===== src/rtl/complex_mul_pipe.sv =====
// complex_mul_pipe: two-stage signed complex multiplier with valid/ready flow.
// Computes a*b (in_conj=0) or a*conj(b) (in_conj=1) at one sample per cycle.
// Stage 1 registers the four partial products; stage 2 combines, scales and
// holds the result as the output register.
// Optional feature macro: COMPLEX_MUL_ROUND_SAT_EN
//   undefined : floor shift by SHIFT, wrap-around narrowing to OUT_W
//   defined   : round-half-up before the shift, saturate to the OUT_W range
module complex_mul_pipe #(
  parameter int DATA_W = 16,
  parameter int OUT_W  = 2*DATA_W+1,
  parameter int SHIFT  = 0
) (
  input  logic                     clk,
  input  logic                     rst,
  input  logic                     in_valid,
  output logic                     in_ready,
  input  logic                     in_conj,
  input  logic signed [DATA_W-1:0] a_re,
  input  logic signed [DATA_W-1:0] a_im,
  input  logic signed [DATA_W-1:0] b_re,
  input  logic signed [DATA_W-1:0] b_im,
  output logic                     out_valid,
  input  logic                     out_ready,
  output logic signed [OUT_W-1:0]  y_re,
  output logic signed [OUT_W-1:0]  y_im
);

  localparam int PW = 2*DATA_W;       // product width
  localparam int FW = PW + 1;         // full-precision sum width
  localparam int WW = FW + OUT_W + 1; // scaling workspace, wide enough for round carry and clamp compare

  localparam logic signed [WW-1:0] SAT_MAX = {{(WW-OUT_W+1){1'b0}}, {(OUT_W-1){1'b1}}};
  localparam logic signed [WW-1:0] SAT_MIN = {{(WW-OUT_W+1){1'b1}}, {(OUT_W-1){1'b0}}};
  localparam int                   RND_SH  = (SHIFT > 0) ? SHIFT - 1 : 0;
  localparam logic signed [WW-1:0] RND     = (SHIFT > 0) ? (WW'(1) <<< RND_SH) : '0;

  // stage 1 registers
  logic signed [PW-1:0] p0_q, p1_q, p2_q, p3_q;
  logic signed [PW-1:0] p0_d, p1_d, p2_d, p3_d;
  logic                 conj_q, conj_d;
  logic                 s1_valid_q, s1_valid_d;

  // stage 2 (output) registers
  logic signed [OUT_W-1:0] y_re_q, y_re_d;
  logic signed [OUT_W-1:0] y_im_q, y_im_d;
  logic                    out_valid_q, out_valid_d;

  logic s1_adv, s2_adv;

  logic signed [FW-1:0] p0_x, p1_x, p2_x, p3_x;
  logic signed [FW-1:0] re_full, im_full;

  // Shift, optionally round, then narrow the full-precision value to OUT_W.
  function automatic logic signed [OUT_W-1:0] scale(input logic signed [FW-1:0] v);
    logic signed [WW-1:0] x;
    x = {{(WW-FW){v[FW-1]}}, v};
`ifdef COMPLEX_MUL_ROUND_SAT_EN
    x = x + RND;
    x = x >>> SHIFT;
    if (x > SAT_MAX)      x = SAT_MAX;
    else if (x < SAT_MIN) x = SAT_MIN;
`else
    x = x >>> SHIFT;
`endif
    return x[OUT_W-1:0];
  endfunction

  // Stage enables: the output register frees up when empty or draining, and
  // stage 1 moves whenever it is empty or stage 2 can take its content.
  always_comb begin
    s2_adv = !out_valid_q || out_ready;
    s1_adv = !s1_valid_q || s2_adv;
  end

  assign in_ready  = s1_adv;
  assign out_valid = out_valid_q;
  assign y_re      = y_re_q;
  assign y_im      = y_im_q;

  // Stage 1 next state: capture products and conj mode on an input transfer.
  always_comb begin
    p0_d       = p0_q;
    p1_d       = p1_q;
    p2_d       = p2_q;
    p3_d       = p3_q;
    conj_d     = conj_q;
    s1_valid_d = s1_valid_q;
    if (s1_adv) begin
      s1_valid_d = in_valid;
      if (in_valid) begin
        p0_d   = PW'(a_re) * PW'(b_re);
        p1_d   = PW'(a_im) * PW'(b_im);
        p2_d   = PW'(a_re) * PW'(b_im);
        p3_d   = PW'(a_im) * PW'(b_re);
        conj_d = in_conj;
      end
    end
  end

  // Stage 2 datapath: sign-extend products by one bit so the full-scale
  // corner (-2^(DATA_W-1))^2 * 2 is representable, then add/subtract.
  always_comb begin
    p0_x = {p0_q[PW-1], p0_q};
    p1_x = {p1_q[PW-1], p1_q};
    p2_x = {p2_q[PW-1], p2_q};
    p3_x = {p3_q[PW-1], p3_q};
    if (conj_q) begin
      re_full = p0_x + p1_x;
      im_full = p3_x - p2_x;
    end else begin
      re_full = p0_x - p1_x;
      im_full = p2_x + p3_x;
    end
  end

  // Stage 2 next state: load a new result when the output register advances,
  // otherwise hold so a stalled output stays stable.
  always_comb begin
    y_re_d      = y_re_q;
    y_im_d      = y_im_q;
    out_valid_d = out_valid_q;
    if (s2_adv) begin
      out_valid_d = s1_valid_q;
      if (s1_valid_q) begin
        y_re_d = scale(re_full);
        y_im_d = scale(im_full);
      end
    end
  end

  // Pipeline registers with synchronous reset that discards in-flight samples.
  always_ff @(posedge clk) begin
    if (rst) begin
      p0_q        <= '0;
      p1_q        <= '0;
      p2_q        <= '0;
      p3_q        <= '0;
      conj_q      <= 1'b0;
      s1_valid_q  <= 1'b0;
      y_re_q      <= '0;
      y_im_q      <= '0;
      out_valid_q <= 1'b0;
    end else begin
      p0_q        <= p0_d;
      p1_q        <= p1_d;
      p2_q        <= p2_d;
      p3_q        <= p3_d;
      conj_q      <= conj_d;
      s1_valid_q  <= s1_valid_d;
      y_re_q      <= y_re_d;
      y_im_q      <= y_im_d;
      out_valid_q <= out_valid_d;
    end
  end

endmodule


===== config.mk =====
export PLATFORM = sky130hd
export DESIGN_NAME = complex_mul_pipe
export DESIGN_NICKNAME = d
export VERILOG_FILES = /design/src/rtl/complex_mul_pipe.sv
export SDC_FILE = /design/constraint.sdc
export NUM_CORES = 2
export LEC_CHECK = 0
export CORE_MARGIN = 2
export CORE_UTILIZATION = 55
export CTS_CLUSTER_DIAMETER = 50
export DETAILED_ROUTE_END_ITERATION = 10
export DONT_BUFFER_PORTS = 1
export PLACE_DENSITY_LB_ADDON = 0.05
export SYNTH_ARGS = -nofsm -noshare
export SYNTH_HDL_FRONTEND = slang
export SYNTH_SLANG_ARGS = --single-unit

===== constraint.sdc =====
create_clock -name clk -period 15.3 [get_ports clk]
set_clock_uncertainty 0.05 [all_clocks]
set_input_delay 3.06 -clock clk [delete_from_list [all_inputs] [get_ports clk]]
set_output_delay 3.06 -clock clk [all_outputs]
set_load 0.02 [all_outputs]

# Word-level counts from Yosys, hierarchy flattened
# Index checks and enable logic that the tools add are counted.
[word_totals] regBits=197 latchBits=0 ramBits=0 mem_bits_ro=0 in_bits=69 out_inout_bits=68 word_cells=25 mem_count=0
[op_classes] addsub=4 mul=4 n_div=0 magnitude_cmp=0 n_eq_ne=0 shifts=0 mux=2 bitwise=0 n_reduce_logical=6
[ops] op="$mul 16x16->32" count=4
[ops] op="$add 32x32->33" count=2
[ops] op="$mux 33" count=2
[ops] op="$sub 32x32->33" count=2
[ops] op="$reduce_and 2->1" count=2
[ops] op="$logic_not 1->1" count=2
[ops] op="$logic_or 1x1->1" count=2

# Longest topological paths before layout
[logic_depth] word_depth=4 mapped_depth=24 mapped_depth_nobuf=22

# Worst setup path before layout
# OpenSTA, ideal clock, no wires.
[synth_path] kind="input to register" start="input port a_re[15]" end="register p0_q[30]" setup_time_ns=0.128 t_arrival_ns=8.702 slack_ns=6.420 path_stages=21 path_buffers=1 cell_sequence="clkbuf_1 > nand2_1 > inv_1 > fa_1 > fa_1 > fa_1 > fa_1 > fa_1 > inv_1 > fa_1 > inv_1 > ha_1 > and2_1 > and3_1 > a21o_1 > a221o_1 > a31o_2 > a211o_1 > o31ai_1 > xor2_1 > o21ai_0"
[synth_between] elab_chain_cells=1
[synth_rtl] item="start: declaration" line="18" rtl="input logic signed [DATA_W-1:0] a_re,"
[synth_rtl] item="$mul 16x16->32" line="91" rtl="p0_d = PW'(a_re) * PW'(b_re);"
[synth_rtl] item="end signal: assignment" line="144" rtl="p0_q <= p0_d;"
[synth_rtl] item="end: declaration" line="38" rtl="logic signed [PW-1:0] p0_q, p1_q, p2_q, p3_q;"
# No other way between the ends.
# A chain may end at the register's enable or synchronous reset.

# Worst setup path after layout
[layout_path] start="input port b_re[15]" end="register p3_q[29]"
[layout_between] elab_chain_cells=1
[layout_rtl] item="start: declaration" line="20" rtl="input logic signed [DATA_W-1:0] b_re,"
[layout_rtl] item="$mul 16x16->32" line="94" rtl="p3_d = PW'(a_im) * PW'(b_re);"
[layout_rtl] item="end signal: assignment" line="147" rtl="p3_q <= p3_d;"
[layout_rtl] item="end: declaration" line="38"
# No other way between the ends.

==> flow_summary.toml <==
[cells_and_area]
area_growth_syn_to_layout_pct = 2.41
layout_commonest_cell = "inv_1"
drive_gt1_share_pct = 1.39
layout_common_cells = "inv_1, fa_1, nand2_1"
design_area_um2 = 51500
fin_nets = 7036

[clock_tree]
ctsHoldBuffers = 0
root_buffer = "clkbuf_16"
clkSlewWorstSetupHoldPaths_ns = 0.08
cts.sinks = 197
clock_path_buffers = 2
htree_levels = 4
cts_resized = 0
clock_latency_ns = 0.52
cts_setup_buffers = 0
cts_tree = "yes"
cts_buffers = 17

[worst_setup_path]
criticalPathCategory = "input pin to flop"
crit_path_end_kind = "flop"
arrival_ns = 9.34
crit_required_ns = 15.69
cp_max_fo = 14
setup.worst_path.start_class = "input pin"

[routing]
drc_errors = 0
vias_per_cell = 5.58
dr.first_iter.drc_count = 2503
via_count = 37449
ant_nets = 0
wl_per_cell_um = 19.8
wl_mm = 133
dr.pass1.iters = 5

[global_routing]
gr-total-overflow = 0
antenna_found_initial = 5
grt_pass1_wl_mm = 219
grtUsageTotal_pct = 30.0
grt_max_degree = 173
grt_pass1_vias = 38814

[synthesis]
syn_inst = 5762
syn_area_per_cell_um2 = 8.72
synth_edf_count = 0
netlist_area_um2 = 50300
synth_seq_cells = 197
ys_seq_area_share_pct = 7.85
synthesis.nets = 7275
ys_warn_count = 0
ys.flop_type = "dfxtp_1"
synth.distinct_cells = 79
ys_async_sr_fraction_pct = 0

[timing]
period_share_pct = 58.4
finalHoldViolations = 0
slew-limit-headroom_pct = 15.2
period_needed_ns = 8.94
fmax_mhz = 112
setup_viol = 0
fin_setup_tns_ns = 0
slew_violations = 0
worstMarginPinSlew_ns = 1.26
rsz0062_at_grt = "no"
whs_ns = 0.406

[run]
drv_cap = 0

[place]
placed_area_um2 = 50800
dp_hpwl_mm = 103
io_buffers = 0
gp_congestion = 0.890

[die]
die_area_um2 = 93800
die_x_um = 306
initial_core_util_pct = 55.7
num_io_pins = 137
row_count = 110
die_h_um = 306
coreArea_um2 = 90300

[status]
status = "completed"

[min_path]
worstHoldPathType = "flop to flop"
[logic make-up (layout without fill, tap and decap cells)]
group | Yosys count | count (layout) | synth area share [%]
other | 0 | 3 | 0
muxes | 9 | 9 | 0.182
AOI/OAI and AO/OA | 708 | 708 | 8.77
buffers and inverters | 1453 | 1227 | 10.9
adders and majority gates | 1444 | 1444 | 51.6
xor gates and xnor gates | 240 | 240 | 4.18
DFF | 197 | 197 | 7.85
and+or+nand+nor | 1711 | 1711 | 16.5
[state kept, by name, indices dropped and copies added (netlist names)]
register and flops:
y_im 33, y_re 33, p0_q 32, p1_q 32, p2_q 32, p3_q 32, conj_q 1, out_valid 1
s1_valid_q 1
[cell usage after synthesis, drive strengths merged (10+ instances only)]
| cell type | count | area, µm² |
|---|---|---|
| o31ai | 12 | 90.1 |
| a21o | 76 | 571 |
| nor4 | 13 | 103 |
| or3 | 17 | 121 |
| fa | 1050 | 21000 |
| nand3 | 51 | 255 |
| and2 | 496 | 3100 |
| o211ai | 18 | 135 |
| buf | 10 | 38.8 |
| dfxtp | 197 | 3940 |
| o21ai | 108 | 541 |
| ha | 394 | 4930 |
| o21a | 31 | 233 |
| inv | 1181 | 4430 |
| a31oi | 35 | 219 |
| xor2 | 87 | 762 |
| nor2b | 12 | 75.1 |
| xnor2 | 153 | 1340 |
| nand2b | 34 | 213 |
| nand2 | 781 | 2930 |
| o21bai | 25 | 188 |
| nor3 | 38 | 200 |
| nand4 | 18 | 113 |
| or4 | 11 | 86.3 |
| clkbuf | 261 | 980 |
| and3 | 17 | 106 |
| nor2 | 190 | 718 |
| a211oi | 46 | 350 |
| a21oi | 280 | 1410 |
[layer usage]
layer | wire, µm | share of wire, % | vias to the layer above | track usage, %
li1 | - | - | 17093 | -
met1 | 62300 | 47 | 19188 | 44.6
met2 | 59200 | 44 | 1054 | 46.5
met3 | 8960 | 6.7 | 112 | 4.40
met4 | 2800 | 2.1 | 2 | 7.02
met5 | 13 | 0.0098 | - | 0
[critical path, cell delays in order]
cell	delay [ns]
inv_1	0.53
buf_4	0.35
nor2_1	0.09
fa_1	0.50
fa_1	0.44
fa_1	0.51
fa_1	0.42
fa_1	0.49
inv_1	0.05
fa_1	0.47
inv_1	0.04
ha_1	0.38
nand4_1	0.17
or4_1	0.56
o211ai_1	0.21
nand3_1	0.20
a31oi_1	0.39
a31oi_1	0.16
xor2_1	0.16
o21ai_0	0.13
[metrics by stage]
stage	worst slack (ns)	utilization, %	cells
finish	6.36	57.0	6715
global route	6.08	57.0	6712
CTS	6.45	57.0	6712
detailed placement	5.91	56.3	6680
global placement	6.00	56.3	6680
floorplan	6.42	-	5762
[layout make-up]
cell class | count | area [µm²]
inverter | 1182 | 4440
clock inverter | 14 | 188
tap | 1176 | 1470
timing repair buffer | 13 | 97.6
fill | 8435 | 38800
antenna | 3 | 7.51
multi-input combinational | 4112 | 40900
clock buffer | 18 | 439
sequential | 197 | 3950
[worst paths after layout]
check | from | endpoint | slack, ns | depth (start not counted)
hold / removal | p0_q[0] | p0_q[0] | 0.41 | 2
setup reg to reg | p2_q[6] | y_im[30] | 9.40 | 15
hold reg to reg | p0_q[0] | p0_q[0] | 0.41 | 2
setup / recovery | b_re[15] | p3_q[29] | 6.36 | 20
Power is not shown: default switching activity piles up to over one toggle a cycle in this logic, so the estimate is an artifact.
